File: src/rtl/uart_pkg.sv
// Shared UART definitions: FSM state encodings, frame geometry and bit-timer width.
// Used by both the UART receiver and the UART transmitter.
package uart_pkg;

  localparam logic [2:0] IDLE       = 3'd0;
  localparam logic [2:0] START_BIT  = 3'd1;
  localparam logic [2:0] DATA_BITS  = 3'd2;
  localparam logic [2:0] STOP_BIT   = 3'd3;
  localparam logic [2:0] CLEANUP    = 3'd4;
  localparam logic [2:0] PARITY_BIT = 3'd5;

  localparam int UART_DATA_BITS = 8;
  localparam int BIT_TIMER_W    = 8;

  // Even parity bit: XOR of all data bits.
  function automatic logic even_parity(input logic [UART_DATA_BITS-1:0] data);
    return ^data;
  endfunction

endpackage

File: src/rtl/uart_bit_timer.sv
// Per-bit cycle counter shared by the UART transmitter and receiver.
// Pulses bit_end while enabled on the last cycle of each bit period.
module uart_bit_timer
  import uart_pkg::*;
#(
  parameter int CLKS_PER_BIT = 1
) (
  input  logic clk,
  input  logic rst,
  input  logic clear,
  input  logic enable,
  output logic bit_end
);

  localparam logic [BIT_TIMER_W-1:0] LAST_COUNT = BIT_TIMER_W'(CLKS_PER_BIT - 1);
  localparam logic [BIT_TIMER_W-1:0] ZERO_COUNT = {BIT_TIMER_W{1'b0}};
  localparam logic [BIT_TIMER_W-1:0] ONE_COUNT  = {{(BIT_TIMER_W-1){1'b0}}, 1'b1};

  logic [BIT_TIMER_W-1:0] count_r;

  // Count 0..CLKS_PER_BIT-1 while enabled, wrapping at the end of each bit.
  always_ff @(posedge clk) begin
    if (rst) begin
      count_r <= ZERO_COUNT;
    end else if (clear) begin
      count_r <= ZERO_COUNT;
    end else if (enable) begin
      if (count_r == LAST_COUNT) begin
        count_r <= ZERO_COUNT;
      end else begin
        count_r <= count_r + ONE_COUNT;
      end
    end else begin
      count_r <= count_r;
    end
  end

  assign bit_end = enable && (count_r == LAST_COUNT);

endmodule

File: src/rtl/uart_transmitter.sv
// UART transmitter: 8N1, LSB first, idle-high line, CLKS_PER_BIT cycles per bit.
// Define UART_TX_PARITY_EN to insert an even-parity bit before the stop bit.
module uart_transmitter
  import uart_pkg::*;
#(
  parameter int CLKS_PER_BIT = 1
) (
  input  logic       clk,
  input  logic       rst,
  input  logic       start,
  input  logic [7:0] input_Byte,
  output logic       output_serial,
  output logic       busy,
  output logic       done
);

  localparam logic [2:0] LAST_BIT = 3'(UART_DATA_BITS - 1);

`ifdef UART_TX_PARITY_EN
  localparam logic [2:0] AFTER_DATA = PARITY_BIT;
  logic parity_r;
`else
  localparam logic [2:0] AFTER_DATA = STOP_BIT;
`endif

  logic [2:0] state_r;
  logic [2:0] bit_index_r;
  logic [7:0] shift_r;
  logic       timer_clear_s;
  logic       timer_en_s;
  logic       bit_end_s;

  uart_bit_timer #(
    .CLKS_PER_BIT(CLKS_PER_BIT)
  ) u_bit_timer (
    .clk    (clk),
    .rst    (rst),
    .clear  (timer_clear_s),
    .enable (timer_en_s),
    .bit_end(bit_end_s)
  );

  // Bit timer runs only while a line bit is being held.
  always_comb begin
    timer_clear_s = 1'b0;
    timer_en_s    = 1'b0;
    case (state_r)
      START_BIT, DATA_BITS, STOP_BIT: timer_en_s = 1'b1;
`ifdef UART_TX_PARITY_EN
      PARITY_BIT:                     timer_en_s = 1'b1;
`endif
      default:                        timer_clear_s = 1'b1;
    endcase
  end

  // Frame sequencing; line level registered one cycle behind the state it reflects.
  always_ff @(posedge clk) begin
    if (rst) begin
      state_r       <= IDLE;
      bit_index_r   <= 3'd0;
      shift_r       <= 8'h00;
      output_serial <= 1'b1;
      busy          <= 1'b0;
      done          <= 1'b0;
`ifdef UART_TX_PARITY_EN
      parity_r      <= 1'b0;
`endif
    end else begin
      case (state_r)
        IDLE: begin
          output_serial <= 1'b1;
          busy          <= 1'b0;
          done          <= 1'b0;
          bit_index_r   <= 3'd0;
          if (start) begin
            shift_r <= input_Byte;
            state_r <= START_BIT;
`ifdef UART_TX_PARITY_EN
            parity_r <= even_parity(input_Byte);
`endif
          end
        end
        START_BIT: begin
          output_serial <= 1'b0;
          busy          <= 1'b1;
          done          <= 1'b0;
          if (bit_end_s) state_r <= DATA_BITS;
        end
        DATA_BITS: begin
          output_serial <= shift_r[0];
          busy          <= 1'b1;
          done          <= 1'b0;
          if (bit_end_s) begin
            shift_r <= {1'b0, shift_r[7:1]};
            if (bit_index_r == LAST_BIT) begin
              bit_index_r <= 3'd0;
              state_r     <= AFTER_DATA;
            end else begin
              bit_index_r <= bit_index_r + 3'd1;
            end
          end
        end
`ifdef UART_TX_PARITY_EN
        PARITY_BIT: begin
          output_serial <= parity_r;
          busy          <= 1'b1;
          done          <= 1'b0;
          if (bit_end_s) state_r <= STOP_BIT;
        end
`endif
        STOP_BIT: begin
          output_serial <= 1'b1;
          if (bit_end_s) begin
            state_r <= CLEANUP;
            busy    <= 1'b0;
            done    <= 1'b1;
          end else begin
            busy    <= 1'b1;
            done    <= 1'b0;
          end
        end
        CLEANUP: begin
          output_serial <= 1'b1;
          busy          <= 1'b0;
          done          <= 1'b0;
          state_r       <= IDLE;
        end
        default: begin
          // Unreachable encodings recover to an idle, high line.
          state_r       <= IDLE;
          bit_index_r   <= 3'd0;
          output_serial <= 1'b1;
          busy          <= 1'b0;
          done          <= 1'b0;
        end
      endcase
    end
  end

endmodule

File: config.mk
export PLATFORM = sky130hd
export DESIGN_NAME = uart_transmitter
export DESIGN_NICKNAME = d
export VERILOG_FILES = /design/src/rtl/uart_pkg.sv /design/src/rtl/uart_bit_timer.sv /design/src/rtl/uart_transmitter.sv
export SDC_FILE = /design/constraint.sdc
export NUM_CORES = 1
export LEC_CHECK = 0
export ABC_AREA = 1
export CAP_MARGIN = 15
export CORE_ASPECT_RATIO = 0.5
export CORE_MARGIN = 5
export CORE_UTILIZATION = 30
export CTS_CLUSTER_DIAMETER = 100
export DETAILED_ROUTE_END_ITERATION = 12
export DONT_BUFFER_PORTS = 1
export PLACE_DENSITY_LB_ADDON = 0.12
export RECOVER_POWER = 25
export SLEW_MARGIN = 10
export SYNTH_ARGS = -nofsm -noshare
export SYNTH_HDL_FRONTEND = slang
export SYNTH_SLANG_ARGS = --single-unit
export TNS_END_PERCENT = 20
File: constraint.sdc
create_clock -name clk -period 1.7 [get_ports clk]
set_input_delay 0.17 -clock clk [delete_from_list [all_inputs] [get_ports clk]]
set_output_delay 0.17 -clock clk [all_outputs]
set_load 0.005 [all_outputs]
==> out/metrics.cfg, run 1 <==
[floorplan]
die_h_um = 56.1
num_io_pins = 14
die-width_um = 102
core-area_mm2 = 0.00400
std_cell_rows = 16
die-area_mm2 = 0.00572
initial_core_util = 0.318

[detailed_routing]
first_pass_iters = 5
routed_via_density = 4.33
drt_wl_total_um = 2670
drc = 0
avgRoutedWirePerCell_um = 10.7
drtIter0Drc = 66
vias = 1077
antenna_left = 0

[cts]
clk_latency_ps = 270
cts_root_buf = clkbuf_8
clock_tree.buffer_depth = 2
cts_tree = done
h-tree-depth = 1
clock_sinks = 25
cts_buffers = 3
clk_pin_slew_ps = 90
post_cts_buffers = 0

[placed_design]
place_congestion = 0.810
hpwl_um = 1970
post_dp_cell_area_mm2 = 0.00133
portBuffers = 0
dpl.cell_count = 244

[pwr]
finalPower_mw = 1.99
p_leak_nw = 0.613
peakVddDrop_mv = 0.418
power_density_mw_per_mm2 = 1420

[yosys]
yosysWarnings = 0
synthSimpleGateAreaFrac = 0.378
synth_compound_area_frac = 0.0728
ys_seq_area_frac = 0.393
synth_cell_type_count = 23
ys_ff_latch = 25
synth_fa_ha_area_frac = 0.0393
synth_xor_xnor_area_share = 0.00688
syn_nets = 206
avgSynthCellArea_um2 = 6.66
syn_area_mm2 = 0.00127
synth_top_family_by_area = simple AND/OR/NAND/NOR gates
syn_inst = 191
synthMuxAreaShare = 0

[status]
status = finished clean

[worst_setup_path]
r2r-end = state_r[0]
path_buf_inv = 1
crit_chain = inv_1 -> ha_1 -> nand2_1 -> nor2_2 -> nand2_2 -> nand2_1 -> nand3_1 -> nand2_1 -> nand2_1 -> nor2_1
ff2ff_setup_slack_ps = 240
regToRegStartpoint = u_bit_timer.count_r[0]
crit_path_end_kind = flip-flop
crit_arrival_ps = 1680
startpoint_type = flip-flop
cp_common_cell = nand2_1
worstPathMaxFanout = 7
cp_top_family = simple AND/OR/NAND/NOR gates
cpPeakStageDelay_ps = 340
crit_required_ps = 1920
critical_path_class = reg -> reg
critical-path-slowest-cell = dfxtp_1
worstRegToRegCells = 10

[finish]
num-nets-final = 211
finalInstanceArea_mm2 = 0.00140
layout-drive-gt1-share = 0.0821
syn2layout_area_growth_pct = 9.73
most-common-layout-cells = nand2_1, nor2_1, inv_1, dfxtp_1
layout.cells.non_filler = 249
final_common_cell = nand2_1
diodes = 0

[timing]
worst_pin_slew_ps = 433
drv_slew = 0
finalCriticalPeriod_ps = 1460
skew_ps = 5.00
hold_viol = 0
fmax_ghz = 0.685
period_share = 0.859
setup_viol = 0
slew_headroom = 0.708

[global_route]
grt_pass1_vias = 1008
antenna_found_initial = 0
grt_usage = 0.0996
overflow = 0
grt_max_degree = 17
grt_pass1_wl_um = 4560

[min_path]
hold_class = in -> reg
min_from = input_Byte[7]
hold_path_depth = 2
min_to = shift_r[7]

[flow_run]
drv_cap = 0

repair_timing:
item,CTS,global route
gates resized for setup,0,2
setup endpoints to repair,0,6
hold buffers,1,0
endpoints found under the hold margin,7,0
area by class of cell:
type	instances	area, µm²
multi-input combinational	133	637
inverter	29	110
clock inverter	1	7.51
tap	54	67.6
clock buffer	3	41.3
fill	446	2610
timing repair buffer	4	32.5
sequential	25	500
cell usage after synthesis:
cell | number | area [µm²]
clkinv_2 | 1 | 5.00
dfxtp_1 | 25 | 500
inv_1 | 27 | 101
nor2_1 | 33 | 124
o211ai_1 | 1 | 7.51
clkinv_1 | 1 | 3.75
nand3b_1 | 1 | 7.51
nand2_2 | 2 | 12.5
a21oi_1 | 9 | 45.0
clkbuf_1 | 2 | 7.51
buf_6 | 2 | 22.5
and2_4 | 1 | 8.76
nor3_1 | 6 | 30.0
nand2_4 | 1 | 11.3
nor2_4 | 1 | 11.3
nand3_1 | 9 | 45.0
o21ai_0 | 8 | 40.0
xor2_1 | 1 | 8.76
nand3_2 | 1 | 10.0
nand2_1 | 50 | 188
ha_1 | 4 | 50.1
nand4_1 | 4 | 25.0
nor3b_1 | 1 | 7.51
worst max-delay path by stage:
stage	endpoint	slack (ps)	cells after the start	from
after floorplan	shift_r[0]	330	10	u_bit_timer.count_r[0]
after CTS	state_r[0]	120	10	u_bit_timer.count_r[0]
after global routing	state_r[0]	-10	10	u_bit_timer.count_r[0]
after detailed placement	state_r[0]	170	9	u_bit_timer.count_r[0]
final	state_r[0]	240	10	u_bit_timer.count_r[0]
after global placement	state_r[0]	230	9	u_bit_timer.count_r[0]
cell families after synthesis:
kind of cell	after synthesis
xor+xnor	1
flops	25
simple gates	110
compound gates	18
buf+inv	33
fa+ha+maj	4
registers in the layout, indices dropped and copies added (netlist names):
| register | count |
|---|---|
| bit_index_r | 3 |
| busy | 1 |
| done | 1 |
| output_serial | 1 |
| shift_r | 8 |
| state_r | 3 |
| u_bit_timer.count_r | 8 |
routing by layer:
metal / wire (µm) / up-vias / GRT usage
met2: 1180 / 8 / 0.159
met1: 1380 / 469 / 0.129
li1: - / 600 / -
met3: 106 / 0 / 0.0413
met5: 0 / - / 0
met4: 0 / 0 / 0.0112
through the flow:
stage	TNS, ps	hold slack, ps	util	setup WS, ps
5_1_grt	-10.3	85.4	0.349	-10.3
3_5_place_dp	0	247	0.333	170
6_report	0	74.6	0.349	239
4_1_cts	0	70.6	0.348	116
3_3_place_gp	0	242	0.333	227
2_1_floorplan	0	342	-	331
worst register-to-register path: stages, from the launching register on:
cell and delay (ps):
dfxtp_1 340, inv_1 80, ha_1 150, nand2_1 60, nor2_2 160, nand2_2 130, nand2_1 130, nand3_1 150
nand2_1 90, nand2_1 50, nor2_1 70
report_power, final:
group	internal [mW]	switching (mW)
combinational	0.295	0.518
sequential	0.717	0.0865
clock	0.166	0.203
No activity file was read; power rests on OpenSTA's default activity.
==> run 2, diff against run 1 <==
--- a/config.mk
+++ b/config.mk
@@ -8,7 +8,6 @@
 export ABC_AREA = 1
 export CAP_MARGIN = 15
 export CORE_ASPECT_RATIO = 0.5
-export CORE_MARGIN = 5
 export CORE_UTILIZATION = 30
 export CTS_CLUSTER_DIAMETER = 100
 export DETAILED_ROUTE_END_ITERATION = 12
==> run 2 against run 1 <==
Against the previous run: global-route usage is 3.2 points higher; critical path type unchanged; flip-flop and latch count stayed put; fmax shrank 1.6%; power decreased by 0.41%; worst setup slack worse by 24 ps; first-iteration DRC count decreased by 30%.
==> out/metrics.cfg, run 2 (synthesis results as in run 1) <==
[detailed_routing]
drt_wl_total_um = 2540
avgRoutedWirePerCell_um = 10.2
routed_via_density = 4.29
drc = 0
antenna_left = 0
vias = 1068
first_pass_iters = 4
drtIter0Drc = 46

[worst_setup_path]
critical_path_class = reg -> reg
worstPathMaxFanout = 7
cpPeakStageDelay_ps = 340
crit_path_end_kind = flip-flop
crit_arrival_ps = 1700
crit_chain = inv_1 -> ha_1 -> nand2_1 -> nor2_1 -> nand2_2 -> nand2_1 -> nand3_1 -> nand2_1 -> nand2_1 -> nor2_1
critical-path-slowest-cell = dfxtp_1
startpoint_type = flip-flop
cp_common_cell = nand2_1
crit_required_ps = 1910

[pwr]
p_leak_nw = 0.612
power_density_mw_per_mm2 = 1420
finalPower_mw = 1.98
peakVddDrop_mv = 0.593

[global_route]
grt_usage = 0.132
antenna_found_initial = 0
grt_max_degree = 17
overflow = 0
grt_pass1_vias = 945
grt_pass1_wl_um = 4440

[floorplan]
die-area_mm2 = 0.00452
num_io_pins = 14
std_cell_rows = 16
core-area_mm2 = 0.00398
die_h_um = 48.1
initial_core_util = 0.319
die-width_um = 94.1

[cts]
cts_buffers = 3
post_cts_buffers = 0
clock_sinks = 25
clk_pin_slew_ps = 90
clock_tree.buffer_depth = 2
cts_root_buf = clkbuf_8
h-tree-depth = 1
cts_tree = done
clk_latency_ps = 270

[timing]
finalCriticalPeriod_ps = 1490
drv_slew = 0
hold_viol = 0
hold_ws_ps = 80.8
setup_ws_ps = 215
rsz0062_at_grt = false
setup_viol = 0
fin_setup_tns_ps = 0
worst_pin_slew_ps = 408
period_share = 0.874
fmax_ghz = 0.673
skew_ps = 6.15
slew_headroom = 0.726

[finish]
syn2layout_area_growth_pct = 9.54
top_regs = shift_r (8), u_bit_timer.count_r (8)
layout.cells.non_filler = 249
final_core_util = 0.350
final_common_cell = nand2_1
layout-drive-gt1-share = 0.0769
num-nets-final = 211
diodes = 0
fill_cells = 449
register_area_um2 = 500
multi_input_area_um2 = 634
finalInstanceArea_mm2 = 0.00139
most-common-layout-cells = nand2_1, nor2_1, inv_1, dfxtp_1

[placed_design]
hpwl_um = 1880
post-place-ws_ps = 187
post_dp_cell_area_mm2 = 0.00133
place_congestion = 0.734
portBuffers = 0
dpl.cell_count = 244

[flow_run]
drv_cap = 0

[min_path]
hold_class = in -> reg

[status]
status = finished clean

run 2: cell counts in the layout (fill, tap and decap cells not counted):
No cell type changed its count.
run 2: path summary, 6_finish.rpt:
kind                                        startpoint                     end  slack [ps]  cells past startpoint
worst max-delay path            u_bit_timer.count_r[0]              state_r[0]         210                     10
worst min-delay path                     input_Byte[7]              shift_r[7]          80                      2
worst max register to register  u_bit_timer.count_r[0]              state_r[0]         210                     10
worst min register to register  u_bit_timer.count_r[0]  u_bit_timer.count_r[0]         450                      1
run 2: what timing repair did:
item	CTS	global route
endpoints found under the hold margin	7	0
endpoints found under the setup margin	0	5
hold buffers	1	0
resized for setup	0	1
run 2: routing by layer:
layer | share of wire | global-route usage
met3 | 0.035 | 0.0429
met5 | 0 | 0
met4 | 0.0031 | 0.0185
met2 | 0.43 | 0.213
met1 | 0.53 | 0.179
run 2: critical path, delay by kind of cell, from the launching register on:
family	cells	cell delay, ps
flip-flops	1	340
AND/OR/NAND/NOR	8	870
buffers and inverters	1	70
adder cells (fa/ha/maj)	1	140
run 2: where the power goes:
part / internal, mW / total [mW] / switching, mW
logic: 0.295 / 0.812 / 0.517
registers: 0.717 / 0.801 / 0.0844
clock network: 0.166 / 0.364 / 0.198
total: 1.18 / 1.98 / 0.799
run 2: final cells by class:
| class | count | area share |
|---|---|---|
| flip-flops and latches | 25 | 0.359 |
| repair buffers | 4 | 0.0233 |
| inverters | 29 | 0.0790 |
| clock inverters | 1 | 0.00539 |
| well taps | 54 | 0.0485 |
| multi-input cells | 133 | 0.455 |
| clock buffers | 3 | 0.0296 |
